<file path="src/rtl/mac_word_accum_pkg.sv">
// Shared constants and state encoding for the IDDMM word accumulator.
package mac_word_accum_pkg;

  localparam int unsigned DefaultW      = 16;
  localparam int unsigned DefaultNWords = 256;

  // Index must reach NWORDS itself for the closing carry word.
  function automatic int unsigned idx_width(input int unsigned nwords);
    return $clog2(nwords + 1);
  endfunction

  typedef enum logic [1:0] {
    StIdle,
    StRun,
    StFlush
  } state_e;

endpackage

</file>
<file path="src/rtl/mac_word_accum.sv">
// Word-serial multiply-accumulate: adds each 2W-bit partial product, an addend word and the
// running carry, emitting one W-bit word per beat plus a closing carry word per row.
module mac_word_accum
  import mac_word_accum_pkg::*;
#(
  parameter int unsigned W      = DefaultW,
  parameter int unsigned NWORDS = DefaultNWords,
  localparam int unsigned IW    = idx_width(NWORDS)
) (
  input  logic            clk,
  input  logic            rst_n,
  input  logic            in_valid_i,
  output logic            in_ready_o,
  input  logic [2*W-1:0]  in_prod_i,
  input  logic [W-1:0]    in_add_i,
  input  logic            in_first_i,
  input  logic            in_last_i,
  output logic            out_valid_o,
  input  logic            out_ready_i,
  output logic [W-1:0]    out_data_o,
  output logic [IW-1:0]   out_idx_o,
  output logic            out_last_o,
  output logic            busy_o,
  output logic            err_o
);

  state_e        state_q, state_d;
  logic [W-1:0]  carry_q, carry_d;
  logic [IW-1:0] cnt_q, cnt_d;
  logic          out_valid_q, out_valid_d;
  logic [W-1:0]  out_data_q, out_data_d;
  logic [IW-1:0] out_idx_q, out_idx_d;
  logic          out_last_q, out_last_d;
  logic          err_q, err_d;

  logic          out_free, accept, first_eff, last_eff, overflow;
  logic [W-1:0]  carry_in;
  logic [2*W-1:0] sum;
  logic [IW-1:0] base_idx, next_idx;

  assign out_free   = !out_valid_q || out_ready_i;
  assign in_ready_o = rst_n && (state_q != StFlush) && out_free;
  assign accept     = in_valid_i && in_ready_o;

  // A beat arriving in IDLE always starts a row, whatever in_first says.
  assign first_eff = in_first_i || (state_q == StIdle);
  assign carry_in  = first_eff ? '0 : carry_q;
  assign sum       = in_prod_i + {{W{1'b0}}, in_add_i} + {{W{1'b0}}, carry_in};
  assign base_idx  = first_eff ? '0 : cnt_q;
  assign next_idx  = base_idx + IW'(1);
  assign overflow  = !in_last_i && (next_idx == IW'(NWORDS));
  assign last_eff  = in_last_i || overflow;

  always_comb begin
    state_d     = state_q;
    carry_d     = carry_q;
    cnt_d       = cnt_q;
    out_valid_d = out_valid_q;
    out_data_d  = out_data_q;
    out_idx_d   = out_idx_q;
    out_last_d  = out_last_q;
    err_d       = err_q;

    if (out_valid_q && out_ready_i) begin
      out_valid_d = 1'b0;
    end

    unique case (state_q)
      StIdle, StRun: begin
        if (accept) begin
          out_valid_d = 1'b1;
          out_data_d  = sum[W-1:0];
          out_idx_d   = base_idx;
          out_last_d  = 1'b0;
          carry_d     = sum[2*W-1:W];
          cnt_d       = next_idx;
          if (state_q == StIdle) begin
            err_d = !in_first_i;
          end else if (in_first_i) begin
            err_d = 1'b1;
          end
          if (overflow) begin
            err_d = 1'b1;
          end
          state_d = last_eff ? StFlush : StRun;
        end
      end
      StFlush: begin
        if (out_free) begin
          out_valid_d = 1'b1;
          out_data_d  = carry_q;
          out_idx_d   = cnt_q;
          out_last_d  = 1'b1;
          carry_d     = '0;
          state_d     = StIdle;
        end
      end
      default: state_d = StIdle;
    endcase
  end

  always_ff @(posedge clk or negedge rst_n) begin
    if (!rst_n) begin
      state_q     <= StIdle;
      carry_q     <= '0;
      cnt_q       <= '0;
      out_valid_q <= 1'b0;
      out_data_q  <= '0;
      out_idx_q   <= '0;
      out_last_q  <= 1'b0;
      err_q       <= 1'b0;
    end else begin
      state_q     <= state_d;
      carry_q     <= carry_d;
      cnt_q       <= cnt_d;
      out_valid_q <= out_valid_d;
      out_data_q  <= out_data_d;
      out_idx_q   <= out_idx_d;
      out_last_q  <= out_last_d;
      err_q       <= err_d;
    end
  end

  assign out_valid_o = out_valid_q;
  assign out_data_o  = out_data_q;
  assign out_idx_o   = out_idx_q;
  assign out_last_o  = out_last_q;
  assign err_o       = err_q;
  assign busy_o      = (state_q != StIdle) || out_valid_q;

endmodule

</file>
<file path="config.mk">
export PLATFORM = sky130hd
export DESIGN_NAME = mac_word_accum
export DESIGN_NICKNAME = d
export VERILOG_FILES = /design/src/rtl/mac_word_accum_pkg.sv /design/src/rtl/mac_word_accum.sv
export SDC_FILE = /design/constraint.sdc
export NUM_CORES = 1
export LEC_CHECK = 0
export CAP_MARGIN = 30
export CORE_MARGIN = 3
export CORE_UTILIZATION = 50
export CTS_BUF_LIST = sky130_fd_sc_hd__clkbuf_4 sky130_fd_sc_hd__clkbuf_8 sky130_fd_sc_hd__clkbuf_16
export CTS_CLUSTER_SIZE = 24
export DETAILED_ROUTE_END_ITERATION = 12
export GPL_TIMING_DRIVEN = 0
export MAX_ROUTING_LAYER = met4
export PLACE_DENSITY_LB_ADDON = 0.3
export SYNTH_ARGS = -nofsm -noshare
export SYNTH_HDL_FRONTEND = slang
export SYNTH_SLANG_ARGS = --single-unit
</file>
<file path="constraint.sdc">
create_clock -name clk -period 3.8 [get_ports clk]
set_input_delay 0.76 -clock clk [delete_from_list [all_inputs] [get_ports clk]]
set_output_delay 0.76 -clock clk [all_outputs]
set_load 0.05 [all_outputs]
</file>
[Word-level counts from Yosys, hierarchy flattened]
Index checks and enable logic that the tools add are counted.
W data, S select, Z words.
Word-level totals
  bits of input ports: 54
  output and inout bits: 30
  register bits: 55
Cells by class
  multiplexer cells: 25
  add/sub/neg operators: 3
  reduce and logical (&&, ||, !) cells: 21
  equal/unequal tests: 6
Operator list (count)
  $mux W16: 5
  $add A32 B16 Y32: 2
  $pmux W16 S2: 2
  $mux W9: 3
  $pmux W9 S2: 1
  $add A9 B1 Y9 const B: 1
  $eq A9 B9 Y1 const B: 1
  $mux W1: 8
  $mux W2: 3
  $ne A2 B2 Y1 const B: 3
  $reduce_and A3 Y1: 2
  $logic_and A1 B1 Y1: 5
  $logic_or A1 B1 Y1: 4
  $pmux W1 S2: 2
  $pmux W2 S2: 1
  $reduce_and A2 Y1: 2
  $reduce_bool A2 Y1: 2
  $logic_not A1 Y1: 3
  $reduce_bool A3 Y1: 1
  $eq A2 B1 Y1 const B: 1
  $eq A2 B2 Y1 const B: 1
  $logic_not A2 Y1: 1
  $reduce_or A2 Y1: 1

[Depth between registers and ports, before layout]
  depth in word-level cells: 10
  mapped depth: 16

[Least setup slack after synthesis]
OpenSTA, ideal clock, no wires.
  kind: input-to-reg
  start: in in_first_i
  end: reg carry_q[13]
  setup time: 70 ps
  setup slack: 199 ps
  data arrival time: 3531 ps
  cell stages on the path: 15
  data required time: 3730 ps
  buffers on the path: 1
  cells stage by stage: nor2_1 > clkbuf_1 > nand2_1 > fa_1 > inv_1 > ha_1 > inv_1 > fa_1 > nor2b_1 > o211ai_1 > a21bo_2 > a21oi_4 > nor3_2 > or4_1 > nand3b_1
On the way
  longest elaborated chain between the ends: 5
RTL lines
  start, declared: RTL line mac_word_accum.sv:16  | input logic in_first_i,
  $logic_or A1 B1 Y1: RTL line mac_word_accum.sv:46  | assign first_eff = in_first_i || (state_q == StIdle);
  $mux W16: RTL line mac_word_accum.sv:47  | assign carry_in = first_eff ? '0 : carry_q;
  $add A32 B16 Y32: RTL line mac_word_accum.sv:48  | assign sum = in_prod_i + {{W{1'b0}}, in_add_i} + {{W{1'b0}}, carry_in};
  $mux W16: RTL line mac_word_accum.sv:70  | if (accept) begin
  $pmux W16 S2: RTL line mac_word_accum.sv:68  | unique case (state_q)
  end signal, assigned: RTL line mac_word_accum.sv:114  | carry_q <= carry_d;
  end, declared: RTL line mac_word_accum.sv:28  | logic [W-1:0] carry_q, carry_d;
No other way between the ends. The select of a mux whose other input is x is not followed.
A chain may end at the register's enable or synchronous reset.

[Worst setup path after layout]
Same ends and word-level chain as after synthesis.

==> results.cfg <==
[outcome]
run_status = finished, final reports clean

[synthesis]
share_of_the_synthesized_area_in_the_top_cell_type_pct = 33.54
number_of_enable_flip_flop_cells_after_synthesis = 0
synth_top_area_cell = sky130_fd_sc_hd__dfrtp_1
post_synth_instance_area_um2 = 4104
seq_area_frac_synth_pct = 33.54
predominant_post_synthesis_flop_cell = sky130_fd_sc_hd__dfrtp_1
synth_common_cells = sky130_fd_sc_hd__nand2_1 (80), sky130_fd_sc_hd__dfrtp_1 (55), sky130_fd_sc_hd__a21oi_1 (34)
mappedNetlistNets = 567
yosysWarningCount = 0
count_leader_synth = sky130_fd_sc_hd__nand2_1
synthesis.area_per_instance_um2 = 8.586
synth.top_cells.by_area = sky130_fd_sc_hd__dfrtp_1 (34%), sky130_fd_sc_hd__fa_1 (8.3%), sky130_fd_sc_hd__nand2_1 (7.3%), sky130_fd_sc_hd__ha_1 (5.5%), sky130_fd_sc_hd__a21oi_1 (4.1%)
syn_inst_count = 478
netlist-cell-type-count = 60
post_synthesis_sequential_element_count = 55
synth-async-reset-ratio_pct = 100.0

[power]
leakage_nw = 2.234
pwr_density_cell_nw_per_um2 = 488.9
max-vdd-ir-drop_mv = 0.2857
finalPower_mw = 2.571

[critical_path]
cpMaxStageDelayCell = sky130_fd_sc_hd__fa_1
crit_path_end = carry_q[13]
critical_path_peak_fanout = 10
critical_path.cell_chain = clkbuf_2, nor2_4, clkbuf_4, and2_1, fa_1, ha_1, inv_1, fa_1, nor2b_2, o211ai_1, a21bo_2, a21oi_4, nor3_2, or4_1, nand3b_1
timing_worst_setup_path_type = in -> reg
cpPeakStageDelay_ps = 490
start_kind = input pin
timing.critical_path.required_ps = 4040
critical_path.reg2reg.startpoint = state_q[1]
timing.critical_path.max_delay_family = simple AND/OR/NAND/NOR gates
crit_cells = 15
worst-endpoint-arrival_ps = 3880
startpoint = in_first_i
reg2reg_depth = 15
rrSetupSlack_ps = 170
crit_path_frequent_cell = sky130_fd_sc_hd__fa_1
crit_buf_inv = 3
cp-end-kind = register
crit-reg2reg-capture = carry_q[13]

[timing]
finalCritPeriodShare_pct = 95.62
final-max-slew-violation-count = 0
setup_slack_ps = 166.3
relSlewSlack_pct = 56.27
whs_ps = 386.3
report.final.hold_viol_count = 0
max_freq_mhz = 275.2
layout_min_cycle_time_ps = 3634
final.setup_skew_ps = 8.609
setup_viol_count_final = 0
worst_pin_slew_ps = 655.9

[die]
initial_cell_density_of_the_core_pct = 52.30
pin_count = 84
core_area_um2 = 7848
placementRows = 32
die-width_um = 96.60
die_h_um = 96.60
floorplan.die_area_um2 = 9331

[cts]
numCtsBuffers = 5
cts_sinks = 55
htree_levels = 2
clockRootBuffer = sky130_fd_sc_hd__clkbuf_8
cts_tree = done
cts_hold_buffers = 0
cts.path.max_buffers = 2
clock_latency_ps = 310
clock_pin_slew_on_the_worst_setup_and_hold_paths_ps = 100

[global_routing]
grt_pass1_vias = 3766
largest_net_degree_at_the_start_of_global_routing = 42
grt_antenna_before_repair = 0
gr-usage-all-layers_pct = 26.37
global_route_wire_length_before_repair_mm = 18.63
grt_overflow_total = 0

[placed_design]
gpl.final_weighted_congestion = 0.9762
dpl-instance-area_um2 = 5077
dp_cells = 664
place.detailed.hpwl_mm = 8.868
buffer_ports.inserted = 83
post_place_setup_slack_ps = -906.9

[drt]
viasPerCell = 5.942
drt-initial-drc-count = 272
avgRoutedWirePerCell_um = 17.08
wirelength_mm = 11.51
first_pass_iters = 5
num_vias = 4005
drt_drc_violations_left = 0
drtAntennaViolNets = 0

[min_path]
hp-class = in -> async

[final_layout]
filler_cell_count = 671
final_layout_size_suffix_gt1_share_pct = 7.343
antenna_diode_count = 0
design.final.nets = 661
layout.cells.non_filler = 674
syn2layout_area_growth_pct = 28.14
fin_area_um2 = 5259

[flow_run]
max-cap-violations = 0
worst register-to-register path: cells and delay by family, from the launching register on:
family | cells | cell delay, ps
flip-flops | 1 | 450
AND/OR/NAND/NOR | 7 | 1210
adder cells (fa/ha/maj) | 3 | 1050
AO/OA/AOI/OAI | 3 | 600
buffers and inverters | 2 | 240
cells by family after synthesis:
logic type                 share of synthesized area [%]
AOI/OAI and AO/OA                                  19.45
buffers and inverters                              3.445
muxes                                             0.7317
xor gates and xnor gates                           4.482
DFF                                                33.54
adders and majority gates                          13.78
and+or+nand+nor                                    24.57
repair_timing:
action	4_1_cts	5_1_grt
pin swaps	2	2
resized for setup	7	14
setup buffers	1	2
endpoints found under the setup margin	25	19
layout by cell type, fill, tap and decap left out, types with 14 or more instances in the layout:
| master | count |
|---|---|
| sky130_fd_sc_hd__fa_1 | 17 |
| sky130_fd_sc_hd__dfrtp_1 | 53 |
| sky130_fd_sc_hd__clkdlybuf4s50_1 | 81 |
| sky130_fd_sc_hd__a21oi_1 | 32 |
| sky130_fd_sc_hd__o21ai_0 | 25 |
| sky130_fd_sc_hd__clkbuf_1 | 14 |
| sky130_fd_sc_hd__ha_1 | 18 |
| sky130_fd_sc_hd__nand2_1 | 80 |
| sky130_fd_sc_hd__and2_1 | 18 |
| sky130_fd_sc_hd__nor2_1 | 31 |
| sky130_fd_sc_hd__nand3_1 | 27 |
routing by layer:
metal | global-route usage (%) | wire [um] | share of wire, % | vias to the layer above
li1 | - | - | - | 1876
met1 | 35.97 | 5144 | 45 | 1955
met2 | 42.24 | 5479 | 48 | 157
met3 | 4.028 | 747 | 6.5 | 17
met4 | 5.140 | 140 | 1.2 | 0
met5 | - | 0 | 0 | -
sequential cells by signal, indices dropped and copies added, names as in the netlist:
signal,cells
carry_q,16
state_q,2
cnt_q,9
out_idx_o,9
out_data_o,16
out_valid_o,1
out_last_o,1
err_o,1
how the worst min path moves through the flow:
stage	from	endpoint	cells after the start
final	rst_n	out_data_o[3]	1
after global routing	rst_n	out_data_o[3]	1
after global placement	out_idx_o[2]	out_idx_o[2]	2
after floorplan	rst_n	carry_q[0]	0
after CTS	rst_n	out_data_o[3]	1
after detailed placement	out_idx_o[6]	out_idx_o[6]	2
stage by stage:
| stage | TNS (ps) | utilization (%) |
|---|---|---|
| floorplan | 0 | - |
| finish | 0 | 67.01 |
| CTS | -38.81 | 66.29 |
| detailed placement | -18300 | 64.70 |
| global route | -1.867 | 67.01 |
| global placement | -54950 | 64.51 |
layout make-up:
type	count	area, um2	share of cell area, %
repair buffers	87	863.3	16.42
flip-flops and latches	55	1379	26.22
clock inverters	2	37.54	0.7138
multi-input cells	388	2634	50.08
well taps	102	127.6	2.427
clock buffers	5	68.82	1.309
inverters	11	41.29	0.7852
plain buffers	24	107.6	2.046
where the power goes:
part / switching (mW) / leakage, nW / internal [mW]
combinational: 0.832 / 1.49 / 0.498
clock: 0.195 / 0.0502 / 0.193
sequential: 0.118 / 0.689 / 0.735
total: 1.15 / 2.23 / 1.43
(Power assumes the default switching activity.)
